==> src/rtl/load_store_unit.sv <==
// Load/store unit for the MEM stage. Drives a word-wide data memory and
// handles RV32 byte/half/word loads and stores. Sub-word loads extract and
// extend a lane from a full word read; sub-word stores read the word, merge
// the new lane(s) and write the whole word back.
module load_store_unit #(
    parameter int READ_LATENCY = 1
) (
    input  logic        CLK,
    input  logic        RESET,
    input  logic        MEM_READ,
    input  logic        MEM_WRITE,
    input  logic [2:0]  FUNCT3,
    input  logic [31:0] ADDR,
    input  logic [31:0] STORE_DATA,
    output logic [31:0] LOAD_DATA,
    output logic        BUSY,
    output logic        ACCESS_FAULT,
    output logic        DM_READ,
    output logic        DM_WRITE,
    output logic [31:0] DM_ADDRESS,
    output logic [31:0] DM_WRITEDATA,
    input  logic [31:0] DM_READDATA
);

    typedef enum logic [2:0] {
        IDLE    = 3'd0,
        RD_REQ  = 3'd1,
        RD_WAIT = 3'd2,
        WR_REQ  = 3'd3,
        DONE    = 3'd4
    } state_t;

    // Index of the last RD_WAIT cycle; the word is captured on that edge.
    localparam logic [2:0] LAST_WAIT = 3'(READ_LATENCY - 1);

    state_t      state_q, state_d;
    logic [2:0]  funct3_q, funct3_d;
    logic [1:0]  addr_lo_q, addr_lo_d;
    logic [15:0] sdata_q, sdata_d;
    logic        is_store_q, is_store_d;
    logic [2:0]  cnt_q, cnt_d;
    logic [31:0] load_data_q, load_data_d;
    logic        fault_q, fault_d;
    logic [31:0] dm_address_q, dm_address_d;
    logic [31:0] dm_writedata_q, dm_writedata_d;

    logic        req_fault;
    logic [31:0] extracted;
    logic [31:0] merged;

    // Classify the incoming request as misaligned or illegal.
    always_comb begin
        req_fault = 1'b0;
        if (MEM_READ && MEM_WRITE) begin
            req_fault = 1'b1;
        end else if (MEM_READ) begin
            case (FUNCT3)
                3'b000, 3'b100: req_fault = 1'b0;
                3'b001, 3'b101: req_fault = ADDR[0];
                3'b010:         req_fault = (ADDR[1:0] != 2'b00);
                default:        req_fault = 1'b1;
            endcase
        end else if (MEM_WRITE) begin
            case (FUNCT3)
                3'b000:  req_fault = 1'b0;
                3'b001:  req_fault = ADDR[0];
                3'b010:  req_fault = (ADDR[1:0] != 2'b00);
                default: req_fault = 1'b1;
            endcase
        end
    end

    // Lane extraction for loads and lane merge for sub-word stores.
    always_comb begin
        logic [7:0]  lane_byte;
        logic [15:0] lane_half;
        case (addr_lo_q)
            2'b00:   lane_byte = DM_READDATA[7:0];
            2'b01:   lane_byte = DM_READDATA[15:8];
            2'b10:   lane_byte = DM_READDATA[23:16];
            default: lane_byte = DM_READDATA[31:24];
        endcase
        lane_half = addr_lo_q[1] ? DM_READDATA[31:16] : DM_READDATA[15:0];

        case (funct3_q)
            3'b000:  extracted = {{24{lane_byte[7]}}, lane_byte};
            3'b100:  extracted = {24'h0, lane_byte};
            3'b001:  extracted = {{16{lane_half[15]}}, lane_half};
            3'b101:  extracted = {16'h0, lane_half};
            default: extracted = DM_READDATA;
        endcase

        merged = DM_READDATA;
        if (funct3_q[1:0] == 2'b00) begin
            case (addr_lo_q)
                2'b00:   merged[7:0]   = sdata_q[7:0];
                2'b01:   merged[15:8]  = sdata_q[7:0];
                2'b10:   merged[23:16] = sdata_q[7:0];
                default: merged[31:24] = sdata_q[7:0];
            endcase
        end else begin
            if (addr_lo_q[1]) begin
                merged[31:16] = sdata_q;
            end else begin
                merged[15:0] = sdata_q;
            end
        end
    end

    // Next-state and next-register logic for the access sequencer.
    always_comb begin
        state_d        = state_q;
        funct3_d       = funct3_q;
        addr_lo_d      = addr_lo_q;
        sdata_d        = sdata_q;
        is_store_d     = is_store_q;
        cnt_d          = cnt_q;
        load_data_d    = load_data_q;
        fault_d        = fault_q;
        dm_address_d   = dm_address_q;
        dm_writedata_d = dm_writedata_q;

        case (state_q)
            IDLE: begin
                if (MEM_READ || MEM_WRITE) begin
                    funct3_d   = FUNCT3;
                    addr_lo_d  = ADDR[1:0];
                    sdata_d    = STORE_DATA[15:0];
                    is_store_d = MEM_WRITE;
                    cnt_d      = 3'd0;
                    if (req_fault) begin
                        fault_d = 1'b1;
                        state_d = DONE;
                    end else begin
                        fault_d      = 1'b0;
                        dm_address_d = {ADDR[31:2], 2'b00};
                        if (MEM_WRITE && (FUNCT3 == 3'b010)) begin
                            // Full-word store needs no read; write directly.
                            dm_writedata_d = STORE_DATA;
                            state_d        = WR_REQ;
                        end else begin
                            state_d = RD_REQ;
                        end
                    end
                end
            end
            RD_REQ: begin
                cnt_d   = 3'd0;
                state_d = RD_WAIT;
            end
            RD_WAIT: begin
                if (cnt_q == LAST_WAIT) begin
                    if (is_store_q) begin
                        dm_writedata_d = merged;
                        state_d        = WR_REQ;
                    end else begin
                        load_data_d = extracted;
                        state_d     = DONE;
                    end
                end else begin
                    cnt_d = cnt_q + 3'd1;
                end
            end
            WR_REQ: begin
                state_d = DONE;
            end
            DONE: begin
                // The pipeline advances on this edge; the held request is ignored.
                state_d = IDLE;
            end
            default: begin
                state_d = IDLE;
            end
        endcase
    end

    // State and request-latch registers with asynchronous active-low reset.
    always_ff @(posedge CLK or negedge RESET) begin
        if (!RESET) begin
            state_q        <= IDLE;
            funct3_q       <= 3'd0;
            addr_lo_q      <= 2'd0;
            sdata_q        <= 16'd0;
            is_store_q     <= 1'b0;
            cnt_q          <= 3'd0;
            load_data_q    <= 32'd0;
            fault_q        <= 1'b0;
            dm_address_q   <= 32'd0;
            dm_writedata_q <= 32'd0;
        end else begin
            state_q        <= state_d;
            funct3_q       <= funct3_d;
            addr_lo_q      <= addr_lo_d;
            sdata_q        <= sdata_d;
            is_store_q     <= is_store_d;
            cnt_q          <= cnt_d;
            load_data_q    <= load_data_d;
            fault_q        <= fault_d;
            dm_address_q   <= dm_address_d;
            dm_writedata_q <= dm_writedata_d;
        end
    end

    // BUSY rises combinationally with a new request so the pipeline stalls at once.
    assign BUSY = ((state_q == IDLE) && (MEM_READ || MEM_WRITE)) ||
                  (state_q == RD_REQ) || (state_q == RD_WAIT) || (state_q == WR_REQ);

    assign DM_READ      = (state_q == RD_REQ);
    assign DM_WRITE     = (state_q == WR_REQ);
    assign ACCESS_FAULT = (state_q == DONE) && fault_q;
    assign LOAD_DATA    = load_data_q;
    assign DM_ADDRESS   = dm_address_q;
    assign DM_WRITEDATA = dm_writedata_q;

endmodule
==> config.mk <==
export PLATFORM = sky130hd
export DESIGN_NAME = load_store_unit
export DESIGN_NICKNAME = d
export VERILOG_FILES = /design/src/rtl/load_store_unit.sv
export SDC_FILE = /design/constraint.sdc
export NUM_CORES = 1
export LEC_CHECK = 0
export BUFFER_PORTS_ARGS = -buffer_cell sky130_fd_sc_hd__buf_4
export CAP_MARGIN = 20
export CELL_PAD_IN_SITES_DETAIL_PLACEMENT = 0
export CELL_PAD_IN_SITES_GLOBAL_PLACEMENT = 1
export CORE_ASPECT_RATIO = 2
export CORE_MARGIN = 5
export CORE_UTILIZATION = 25
export CTS_CLUSTER_DIAMETER = 60
export DETAILED_ROUTE_END_ITERATION = 10
export MAX_ROUTING_LAYER = met4
export PLACE_DENSITY = 0.71
export SYNTH_ARGS = -nofsm -noshare
export SYNTH_HDL_FRONTEND = slang
export SYNTH_SLANG_ARGS = --single-unit
export TNS_END_PERCENT = 30
==> constraint.sdc <==
create_clock -name CLK -period 1.75 [get_ports CLK]
set_input_delay 0.35 -clock CLK [delete_from_list [all_inputs] [get_ports CLK]]
set_output_delay 0.35 -clock CLK [all_outputs]
set_load 0.02 [all_outputs]
# ---- Yosys cells after proc, flatten, opt, wreduce, memory -nomap -nowiden
# Index checks and enable logic that the tools add are counted.
dict set report classes {
  add_sub_neg 1
  n_eq_ne 19
  mux 31
  bitwise 2
  reduce_logical 26
}
# op n
set ops {}
lappend ops {{32-bit two-way mux} 6}
lappend ops {{32-bit one-hot mux with 4 select lines} 1}
lappend ops {{32-bit one-hot mux with 2 select lines} 1}
lappend ops {{16-bit two-way mux} 3}
lappend ops {{8-bit two-way mux} 4}
lappend ops {{8-bit one-hot mux with 3 select lines} 1}
lappend ops {{3-bit two-way mux} 6}
lappend ops {{3-bit equality test (second input constant)} 5}
lappend ops {{3-bit logical NOT} 4}
lappend ops {{2-bit inequality test (second input constant)} 6}
lappend ops {{3-bit one-hot mux with 4 select lines} 1}
lappend ops {{3-bit by 1-bit equality test with 1-bit output (second input constant)} 3}
lappend ops {{3-bit by 2-bit equality test with 1-bit output (second input constant)} 3}
lappend ops {{3-bit one-hot mux with 3 select lines} 1}
lappend ops {{3-bit AND reduction} 3}
lappend ops {{1-bit one-hot mux with 3 select lines} 2}
lappend ops {{6-bit AND reduction} 1}
lappend ops {{1-bit logical AND} 4}
lappend ops {{2-bit logical NOT} 2}
lappend ops {{1-bit logical OR} 4}
lappend ops {{1-bit two-way mux} 4}
lappend ops {{2-bit AND reduction} 2}
lappend ops {{2-bit nonzero test} 2}
lappend ops {{2-bit OR reduction} 2}
lappend ops {{7 further kinds} 8}
dict set report word_totals {
  ff_bits 123
  in_bits 103
  output_inout_bits 100
  wordCells 89
}

# ---- Depth between registers and ports, before layout
# Gate-level depths: netlist of run 1.
dict set report depth {
  word_depth 8
  mapped_depth 8
  depth_no_buf 6
}

# ---- Worst setup path after synthesis of run 1
# Ideal clock, no wire load.
dict set report synth_timing {
  path_type {reg-to-reg}
  startpoint {register state_q[2]}
  endpoint {register dm_address_q[10] (netlist: DM_ADDRESS[10])}
  setup_time_ns 0.128
  arrival_ns 1.781
  t_required_ns 1.622
  path_slack_ns -0.158
  path_stages_with_launch 7
  n_path_buf 2
  period_less_slack_ns 1.908
  cell_sequence {dfrtp_1 -> buf_2 -> nor3_2 -> o21ai_1 -> a211oi_4 -> buf_4 -> mux2_1}
}
dict set report synth_via {
  elab_chain_cells 2
}
# element line_no
set synth_rtl {}
lappend synth_rtl {{from (decl)} 36} ;# state_t state_q, state_d;
lappend synth_rtl {{from (signal assigned)} 191} ;# state_q <= state_d;
lappend synth_rtl {{3-bit logical NOT} 123} ;# case (state_q)
lappend synth_rtl {{3-bit AND reduction (no source line)} -}
lappend synth_rtl {{to (signal assigned)} 199} ;# dm_address_q <= dm_address_d;
lappend synth_rtl {{to (decl)} 44} ;# logic [31:0] dm_address_q, dm_address_d;
# No other way between the ends.
# A chain may end at the register's enable or synchronous reset.

# ---- Final worst setup path of run 1
dict set report layout_timing {
  startpoint {register state_q[0]}
  endpoint {register dm_writedata_q[7] (netlist: DM_WRITEDATA[7])}
}
dict set report layout_via {
  elab_chain_cells 3
  word_cells_on_any_way 10
  cone_classes {eq/ne (6); mux (1); reduce/logical (3)}
}
# element line_no
set layout_rtl {}
lappend layout_rtl {{3-bit by 2-bit equality test with 1-bit output or 3-bit logical NOT (tied branches)} 123}
lappend layout_rtl {{2-bit inequality test (no source line) or 2-bit nonzero test (tied branches)} -}
lappend layout_rtl {{6-bit AND reduction (no source line)} -}
lappend layout_rtl {{to (signal assigned)} 200} ;# dm_writedata_q <= dm_writedata_d;
lappend layout_rtl {{to (decl)} 45} ;# logic [31:0] dm_writedata_q, dm_writedata_d;
# Several ways; a longest one is shown, not always the timed one.

==> metrics, run 1 <==
VDD IR-drop max 0.928 mV; drt via density 4.64; CTS Buf Count 17; I/O pin count 203; min-delay worst type input port to flop; Worst Path Required 2070 ps; post-synthesis register bit count 123; Antenna Violating Nets Remaining 0; violations in the final reports setup timing; Hold Vio Cnt, Final 0; fmax 0.531 GHz; # port buffers 200; setup violators final 95; Max stage delay on crit path 400 ps; Overflow after GRT 0; Die X-Extent 122 um; GPL Wtd Cong 0.900; Post-route DRC 0; most common cell after layout, fill and taps aside buf_4; clk sink count 123; worst-skew pair later-pin latency 440 ps; area leader, netlist dfrtp_1; CTS tree done; critical path endpoint category flop; fin nets 994; maxcap violations 0; Slew Viols, Final 0; post-DP HPWL 19.2 mm; synthesis-to-layout area growth 50.6%; CP delay by family, top buffers and inverters; initial core utilization 0.252; Least-Margin Pin Slew 498 ps; placed cell area 0.00858 mm2; Root Buffer Master clkbuf_16; post-synth cell types 52; Syn. warnings 0; worst-path maximum fanout 8; Power Density 1910 mW/mm2; critical path class flop to flop; WL/cell 19.6 um; CORE AREA 0.0249 mm2; Buf/Inv on CP 3; sequential area share after synthesis 0.489; Post-Synthesis Cells 644; DRT Pass-1 Iters 5; Max-slew headroom 0.666; skew final 6.76 ps; average cell area after synthesis 9.77 um2; Finished Layout Cells 1,239; critical path, cell by cell buf_4, nor3b_4, nand3_4, a32oi_4, buf_12, buf_16, mux2_2; min Tclk post-route 1880 ps; crit path DAT 2210 ps; initial antenna violation count 1; layout cells sized above 1 0.392; fillers 2,514; startpoint types flop; design area 0.00948 mm2; vias in the first global route 6,169; mapped cell area 0.00629 mm2; H-tree Lvls 4; outcome complete, but fails checks; final setup margin -135 ps; # placed instances 1,195; top cell type's share of synthesized area 0.489; Die Footprint 0.0286 mm2; Clk pin slew, worst setup/hold paths 60 ps; total number of vias 5,744; commonest cells after routing, fill and taps aside 252 x buf_4, 122 x dfrtp_1, 110 x nand2_1; Die Y 234 um; num rows 82; pre-CTS setup slack -266 ps; fin crit share 1.08; DRT iter0 DRCs 395; largest net degree at the start of global routing 42; overall routing resource usage 0.174; top area cells in the synthesized netlist dfrtp_1 49%, nand2_1 6.6%, mux2_1 5.2%, mux2i_1 4.9%, mux2_2 3.2%; Worst path slowest cell dfrtp_1; WL final 24.3 mm; first-pass GRT wire length 35.7 mm; clock buffer depth 2; P_leak 4.36 nW; RSZ-0062 raised after global routing true
==> flip-flops by register name, indices dropped and copies added, names as in the netlist <==
signal        flops
DM_WRITEDATA     32
LOAD_DATA        32
DM_ADDRESS       30
sdata_q          16
cnt_q             3
funct3_q          3
state_q           3
addr_lo_q         2
fault_q           1
is_store_q        1
==> worst paths after layout <==
check | slack, ps | start | end | cells past startpoint
min in group asynchronous | 390 | RESET | DM_WRITEDATA[3] | 2
min | 110 | STORE_DATA[1] | sdata_q[1] | 3
max in group asynchronous | 790 | RESET | LOAD_DATA[25] | 3
min reg2reg | 470 | sdata_q[12] | sdata_q[12] | 2
max | -130 | state_q[0] | DM_WRITEDATA[7] | 7
max reg2reg | -130 | state_q[0] | DM_WRITEDATA[7] | 7
==> power breakdown <==
group / switching, mW / leakage (nW) / internal, mW
Sequential: 0.950 / 1.44 / 4.23
Clock: 1.47 / 0.290 / 2.27
Combinational: 5.17 / 2.62 / 4.04
Total: 7.59 / 4.36 / 10.5
==> final cells by class <==
class,instances,area (um2),share of cell area
repair buffers,277,2280,0.241
flip-flops and latches,123,3080,0.325
diodes,1,2.50,0.000264
clock buffers,18,429,0.0453
clock inverters,14,185,0.0195
inverters,29,111,0.0117
well taps,336,420,0.0443
multi-input cells,441,2970,0.313
==> metrics by stage <==
| step | utilization | hold slack [ps] | total power [mW] | TNS, ps |
|---|---|---|---|---|
| floorplan | - | 54.4 | 9.97 | -3820 |
| global placement | 0.344 | 304 | 13.9 | -14190 |
| detailed placement | 0.344 | 304 | 14.1 | -15280 |
| CTS | 0.378 | 95.0 | 18.2 | -9540 |
| global route | 0.380 | 105 | 19.2 | -14650 |
| finish | 0.380 | 112 | 18.1 | -7350 |
==> worst reg2reg max path: cells and delay by family (launching register included) <==
kind	cells	cell delay, ps
AOI/OAI and AO/OA	1	270
buffers and inverters	3	420
DFF	1	400
muxes	1	330
and+or+nand+nor	2	340
==> cells in the mapped netlist, drive strengths merged <==
cell type,instances
o2111ai,1
a221oi,5
nor2b,20
conb,1
o31a,3
inv,29
nand2b,3
nand2,111
nor2,35
buf,24
o21ai,34
o211ai,25
o221ai,16
a22o,2
a211oi,1
dfrtp,123
o221a,1
mux4,1
nor3b,4
a32oi,1
a32o,1
nand3b,1
mux2,47
a21oi,23
nor3,5
o31ai,2
ha,2
a21o,2
o21a,1
or2,1
clkbuf,28
nand4,16
nand3,20
mux2i,31
and3,2
or3b,2
o32a,1
nor4b,1
or3,9
o22ai,9
==> what timing repair did <==
item | in CTS | in global routing
pin swaps | 6 | 0
hold endpoints to repair | 22 | 0
gates resized for setup | 30 | 10
buffers inserted | 7 | 1
setup endpoints to repair | 96 | 106
gates cloned | 1 | 1
hold buffers | 1 | 0
==> cell families after synthesis <==
kind of cell / share of synthesized area
flip-flops: 0.489
other: 0.000596
AND/OR/NAND/NOR: 0.172
multiplexers: 0.137
buffers and inverters: 0.0580
AO/OA/AOI/OAI: 0.139
adder cells (fa/ha/maj): 0.00397
==> routing by layer <==
layer  global-route usage  vias up  share of wire
met5                    -        -              0
met4                0.105        0          0.057
met3               0.0352       60          0.038
met2                0.316      170           0.57
met1                0.165     2764           0.33
li1                     -     2750              -
Note: power is estimated with default switching activity, not from simulation.
==> inputs of run 2 (changes only) <==
CORE_MARGIN = unset   (was 5)
HOLD_SLACK_MARGIN = 0.05   (was unset)
PLACE_DENSITY = unset   (was 0.71)
PLACE_DENSITY_LB_ADDON = 0.05   (was unset)
==> run 2 against run 1 <==
Against the previous run:
- the flow still finishes with violations (setup timing)
- sequential share of layout area is 0.44 points lower
- wire length is 1.1% lower
- die area is 9.7% lower
- combinational power is 2.3% higher
- final area is 1.3% higher
- global-route usage is 2.1 points higher
- clock power is 2% higher
- via count is 1.4% higher
- count of clock-buffer cells in the layout is 6 higher
- setup slack worse by 5.3 ps
- largest power group unchanged
- highest routed layer unchanged
==> metrics, run 2 (synthesis gave the netlist of run 1 again) <==
most common cell after layout, fill and taps aside buf_4; WL/cell 19.4 um (-1.4%); total chip power 18.5 mW (+1.8%); Finished Layout Cells 1,243 (+0.32%); critical path endpoint category flop; design area 0.00961 mm2 (+1.3%); post-DP HPWL 19.0 mm (-1.0%); fin nets 1,004 (+1.0%); fillers 2,536 (+0.88%); CTS Buf Count 17 (unchanged); Root Buffer Master clkbuf_16; # placed instances 1,205 (+0.84%); clk sink count 123 (unchanged); DRT Pass-1 Iters 4 (-1); fmax 0.529 GHz (-0.28%); setup violators final 92 (-3.2%); # port buffers 200 (unchanged); n_diodes 0 (-1); worst r2r path cells 7 (unchanged); violations in the final reports setup timing; total number of vias 5,825 (+1.4%); worst-path maximum fanout 10 (+2); reg2reg setup slack -140 ps (about the same); final setup margin -140 ps (-5.29 ps); drt via density 4.69 (+1.1%); layout cells sized above 1 0.407 (+0.0148); GPL Wtd Cong 0.829 (-7.9%); initial core utilization 0.256 (+0.00312); fin util 0.390 (+0.00988); reg2reg start state_q[0]; Max-slew headroom 0.654 (-0.0119); Worst Path Required 2060 ps (about the same); H-tree Lvls 4 (unchanged); largest net degree at the start of global routing 64 (+52%); initial antenna violation count 0 (-1); crit path DAT 2200 ps (about the same); overall routing resource usage 0.194 (+0.0208); maxcap violations 0 (unchanged); Power Density 1920 mW/mm2 (+0.46%); RSZ-0062 raised after global routing true; CTS tree done; clock buffer depth 2 (unchanged); num rows 81 (-1.2%); outcome complete, but fails checks; P_leak 4.49 nW (+3.1%); worst setup path endpoint DM_ADDRESS[21]; Clk pin slew, worst setup/hold paths 60 ps (about the same); worst hold margin 125 ps (+12.7 ps); Multi-input gate area 0.00301 mm2 (+1.2%); commonest cells after routing, fill and taps aside 266 x buf_4, 123 x dfrtp_1, 111 x nand2_1; Hold Vio Cnt, Final 0 (unchanged); startpoint types flop; Die X-Extent 114 um (-6.5%); Antenna Violating Nets Remaining 0 (unchanged); Die Footprint 0.0259 mm2 (-9.7%); reg-to-reg endpoint DM_ADDRESS[21]; Overflow after GRT 0 (unchanged); Post-route DRC 0 (unchanged); CORE AREA 0.0246 mm2 (-1.2%); min Tclk post-route 1890 ps (+5.29 ps); vias in the first global route 6,203 (+0.55%); DRT iter0 DRCs 219 (-45%); Slew Viols, Final 0 (unchanged); fin crit share 1.08 (+0.00302); placed cell area 0.00872 mm2 (+1.6%); VDD IR-drop max 0.755 mV (-19%); WL final 24.1 mm (-1.1%); Die Y 226 um (-3.4%); CP startpoint state_q[0]; skew final 6.17 ps (-0.596 ps); Sequential cell area 0.00308 mm2 (about the same); I/O pin count 203 (unchanged); worst-skew pair later-pin latency 430 ps (about the same); min-delay worst type input port to flop; first-pass GRT wire length 35.5 mm (-0.62%); synthesis-to-layout area growth 52.7%; Least-Margin Pin Slew 518 ps (+20.7 ps); critical path class flop to flop
run 2: repair_timing:
action,CTS,global route
pin swaps,0,0
hold endpoints to repair,123,0
hold buffers,1,0
resized for setup,21,16
setup buffers,0,3
endpoints found under the setup margin,97,112
cloned,0,3
run 2: worst min path at each step:
stage,from,endpoint,depth (start not counted)
after CTS,STORE_DATA[5],sdata_q[5],3
after global routing,STORE_DATA[11],sdata_q[11],3
after global placement,RESET,DM_ADDRESS[18],2
final,STORE_DATA[1],sdata_q[1],3
after floorplan,RESET,DM_ADDRESS[10],0
after detailed placement,RESET,DM_ADDRESS[18],2
run 2: per-stage QoR:
step	setup TNS (ps)	worst slack (ps)
2_1_floorplan	-3820	-109
3_3_place_gp	-12400	-231
3_5_place_dp	-14990	-271
4_1_cts	-7960	-127
5_1_grt	-15080	-232
6_report	-7060	-140
run 2: area by class of cell:
| type | instances | share of cell area |
|---|---|---|
| Multi-Input combinational cell | 441 | 0.313 |
| Inverter | 29 | 0.0113 |
| Tap cell | 332 | 0.0432 |
| Sequential cell | 123 | 0.320 |
| Clock inverter | 7 | 0.0141 |
| Clock buffer | 24 | 0.0522 |
| Timing Repair Buffer | 287 | 0.246 |
run 2: worst max-delay path, cell delays in order (launching register included):
cell	delay, ps
dfrtp_1	430
buf_4	160
nor3_4	190
o21ai_2	120
a211oi_4	200
buf_12	180
buf_12	160
mux2_4	310
run 2: power by group:
group	leakage [nW]	switching, mW	internal [mW]
sequential	1.45	1.01	4.24
combinational	2.73	5.07	4.36
clock	0.316	1.24	2.55
total	4.49	7.32	11.1
run 2: metal layers:
metal	GRT usage	routed length, um	vias up
li1	-	-	2771
met1	0.185	8430	2833
met2	0.360	13600	179
met3	0.0390	986	42
met4	0.105	1020	0
met5	-	0	-
==> inputs of run 3 (changes only) <==
BUFFER_PORTS_ARGS = unset   (was -buffer_cell sky130_fd_sc_hd__buf_4)
DONT_BUFFER_PORTS = 1   (was unset)
==> run 3 against run 2 <==
Against the previous run:
- the run ends with hold timing, setup timing left
- maximum frequency is 4.7% lower
- clock power rose by 2%
- wire length up 3.4%
- clock skew grew 7.0 ps
- setup slack got worse by 94 ps
- utilization decreased by 3.1 points
- first-iteration DRC count increased by 20%
- sequential share of layout area grew 2.8 points
- cell count is 11% lower
- die area is the same
- critical path type unchanged
==> metrics, run 3 (synthesis gave the netlist of run 1 again) <==
Die Footprint 0.0259 mm2 (unchanged); Max-slew headroom 0.626 (-0.0286); CORE AREA 0.0246 mm2 (unchanged); CTS Buf Count 17 (unchanged); Overflow after GRT 0 (unchanged); pre-CTS setup slack -224 ps (+47.4 ps); maxcap violations 0 (unchanged); WL final 24.9 mm (+3.4%); outcome complete, but fails checks; initial core utilization 0.256 (unchanged); layout cells sized above 1 0.222 (-0.186); design area 0.00885 mm2 (-7.9%); Clk pin slew, worst setup/hold paths 60 ps (about the same); fillers 2,469 (-2.6%); DRT iter0 DRCs 262 (+20%); initial antenna violation count 0 (unchanged); reg2reg setup slack -230 ps (-90 ps); overall routing resource usage 0.199 (+0.00518); worst-skew pair later-pin latency 440 ps (about the same); total chip power 17.1 mW (-7.3%); reg2reg start state_q[2]; Antenna Violating Nets Remaining 0 (unchanged); Hold Vio Cnt, Final 123 (+123); n_diodes 0 (unchanged); CTS tree done; num rows 81 (unchanged); worst-path maximum fanout 10 (unchanged); Post-route DRC 0 (unchanged); final setup margin -234 ps (-93.8 ps); Multi-input gate area 0.00310 mm2 (+3.2%); min Tclk post-route 1980 ps (+93.8 ps); startpoint types flop; fin crit share 1.13 (+0.0536); critical path endpoint category flop; vias in the first global route 5,780 (-6.8%); violations in the final reports hold timing, setup timing; critical path class flop to flop; Worst Path Required 2060 ps (about the same); skew final 13.2 ps (+7.05 ps); Sequential cell area 0.00308 mm2 (about the same); Die X-Extent 114 um (unchanged); Power Density 1940 mW/mm2 (+0.68%); clock buffer depth 2 (unchanged); commonest cells after routing, fill and taps aside 121 x dfrtp_1, 110 x nand2_1, 68 x dlygate4sd3_1; min-delay worst type input port to async pin; synthesis-to-layout area growth 40.6%; Least-Margin Pin Slew 561 ps (+42.8 ps); RSZ-0062 raised after global routing true; Die Y 226 um (unchanged); most common cell after layout, fill and taps aside dfrtp_1; crit path DAT 2300 ps (+100 ps); clk sink count 123 (unchanged); worst r2r path cells 8 (+1); setup violators final 98 (+6.5%); I/O pin count 203 (unchanged); total number of vias 5,435 (-6.7%); Slew Viols, Final 0 (unchanged); drt via density 4.91 (+4.7%); post-DP HPWL 18.1 mm (-5.0%); VDD IR-drop max 0.730 mV (-3.4%); DRT Pass-1 Iters 7 (+3); P_leak 3.84 nW (-15%); GPL Wtd Cong 0.799 (-3.6%); Hold-fix buffers, CTS 68 (+67); # port buffers 0 (-100%); largest net degree at the start of global routing 124 (+94%); fmax 0.504 GHz (-4.7%); reg-to-reg endpoint DM_ADDRESS[13]; Root Buffer Master clkbuf_16; fin nets 869 (-13%); WL/cell 22.5 um (+16%); worst hold margin -393 ps (-518 ps); H-tree Lvls 4 (unchanged); placed cell area 0.00712 mm2 (-18%); first-pass GRT wire length 35.8 mm (+0.84%)
-- run 3: changes by cell type in the layout (fill, tap and decap cells not counted), sizes merged --
cell         before  now
buf             284   82
dlygate4sd3       1   68
bufinv            4    5
clkbuf           26   25
-- run 3: final cells by class --
class                   count  share of cell area
multi-input cells         441               0.351
clock buffers              23              0.0529
repair buffers            152               0.170
clock inverters             8              0.0187
flip-flops and latches    123               0.348
well taps                 332              0.0469
inverters                  29              0.0123
-- run 3: repair_timing --
| action | CTS | global route |
|---|---|---|
| setup endpoints to repair | 98 | 108 |
| pin swaps | 6 | 5 |
| gates cloned | 1 | 2 |
| gates resized for setup | 31 | 44 |
| endpoints found under the hold margin | 191 | 123 |
| setup buffers | 5 | 4 |
-- run 3: worst max path at each step --
stage	slack, ps	end	start
2_1_floorplan	-110	DM_WRITEDATA[20]	state_q[0]
3_3_place_gp	-180	DM_WRITEDATA[11]	state_q[0]
3_5_place_dp	-220	DM_WRITEDATA[10]	cnt_q[0]
4_1_cts	-180	DM_ADDRESS[6]	state_q[0]
5_1_grt	-280	DM_WRITEDATA[22]	state_q[0]
6_report	-230	DM_ADDRESS[13]	state_q[2]
-- run 3: layer usage --
metal	global-route usage	vias up	share of wire
met5	-	-	0
met4	0.0809	0	0.028
met3	0.0535	34	0.056
met2	0.374	203	0.57
met1	0.189	2691	0.35
li1	-	2507	-
-- run 3: where the power goes --
group          internal [mW]  switching [mW]
Clock                   2.58            1.30
Combinational           3.17            3.32
Sequential              4.23            2.53
-- run 3: worst max-delay path, stage by stage, from the launching register on --
cell and delay, ps:
dfrtp_1 400, buf_6 140, nor3_4 190, buf_6 140, o21ai_4 60, a211oi_4 240, buf_4 190, clkbuf_16 170
mux2_1 320
-- run 3: per-stage QoR --
stage | hold WS, ps | std cells | setup TNS [ps] | utilization
final | -393 | 1108 | -13240 | 0.359
after global routing | -420 | 1108 | -19410 | 0.359
after CTS | -423 | 1103 | -13260 | 0.351
after detailed placement | 58.6 | 998 | -13070 | 0.289
after global placement | 57.9 | 998 | -10710 | 0.289
after floorplan | 54.4 | 645 | -3820 | -
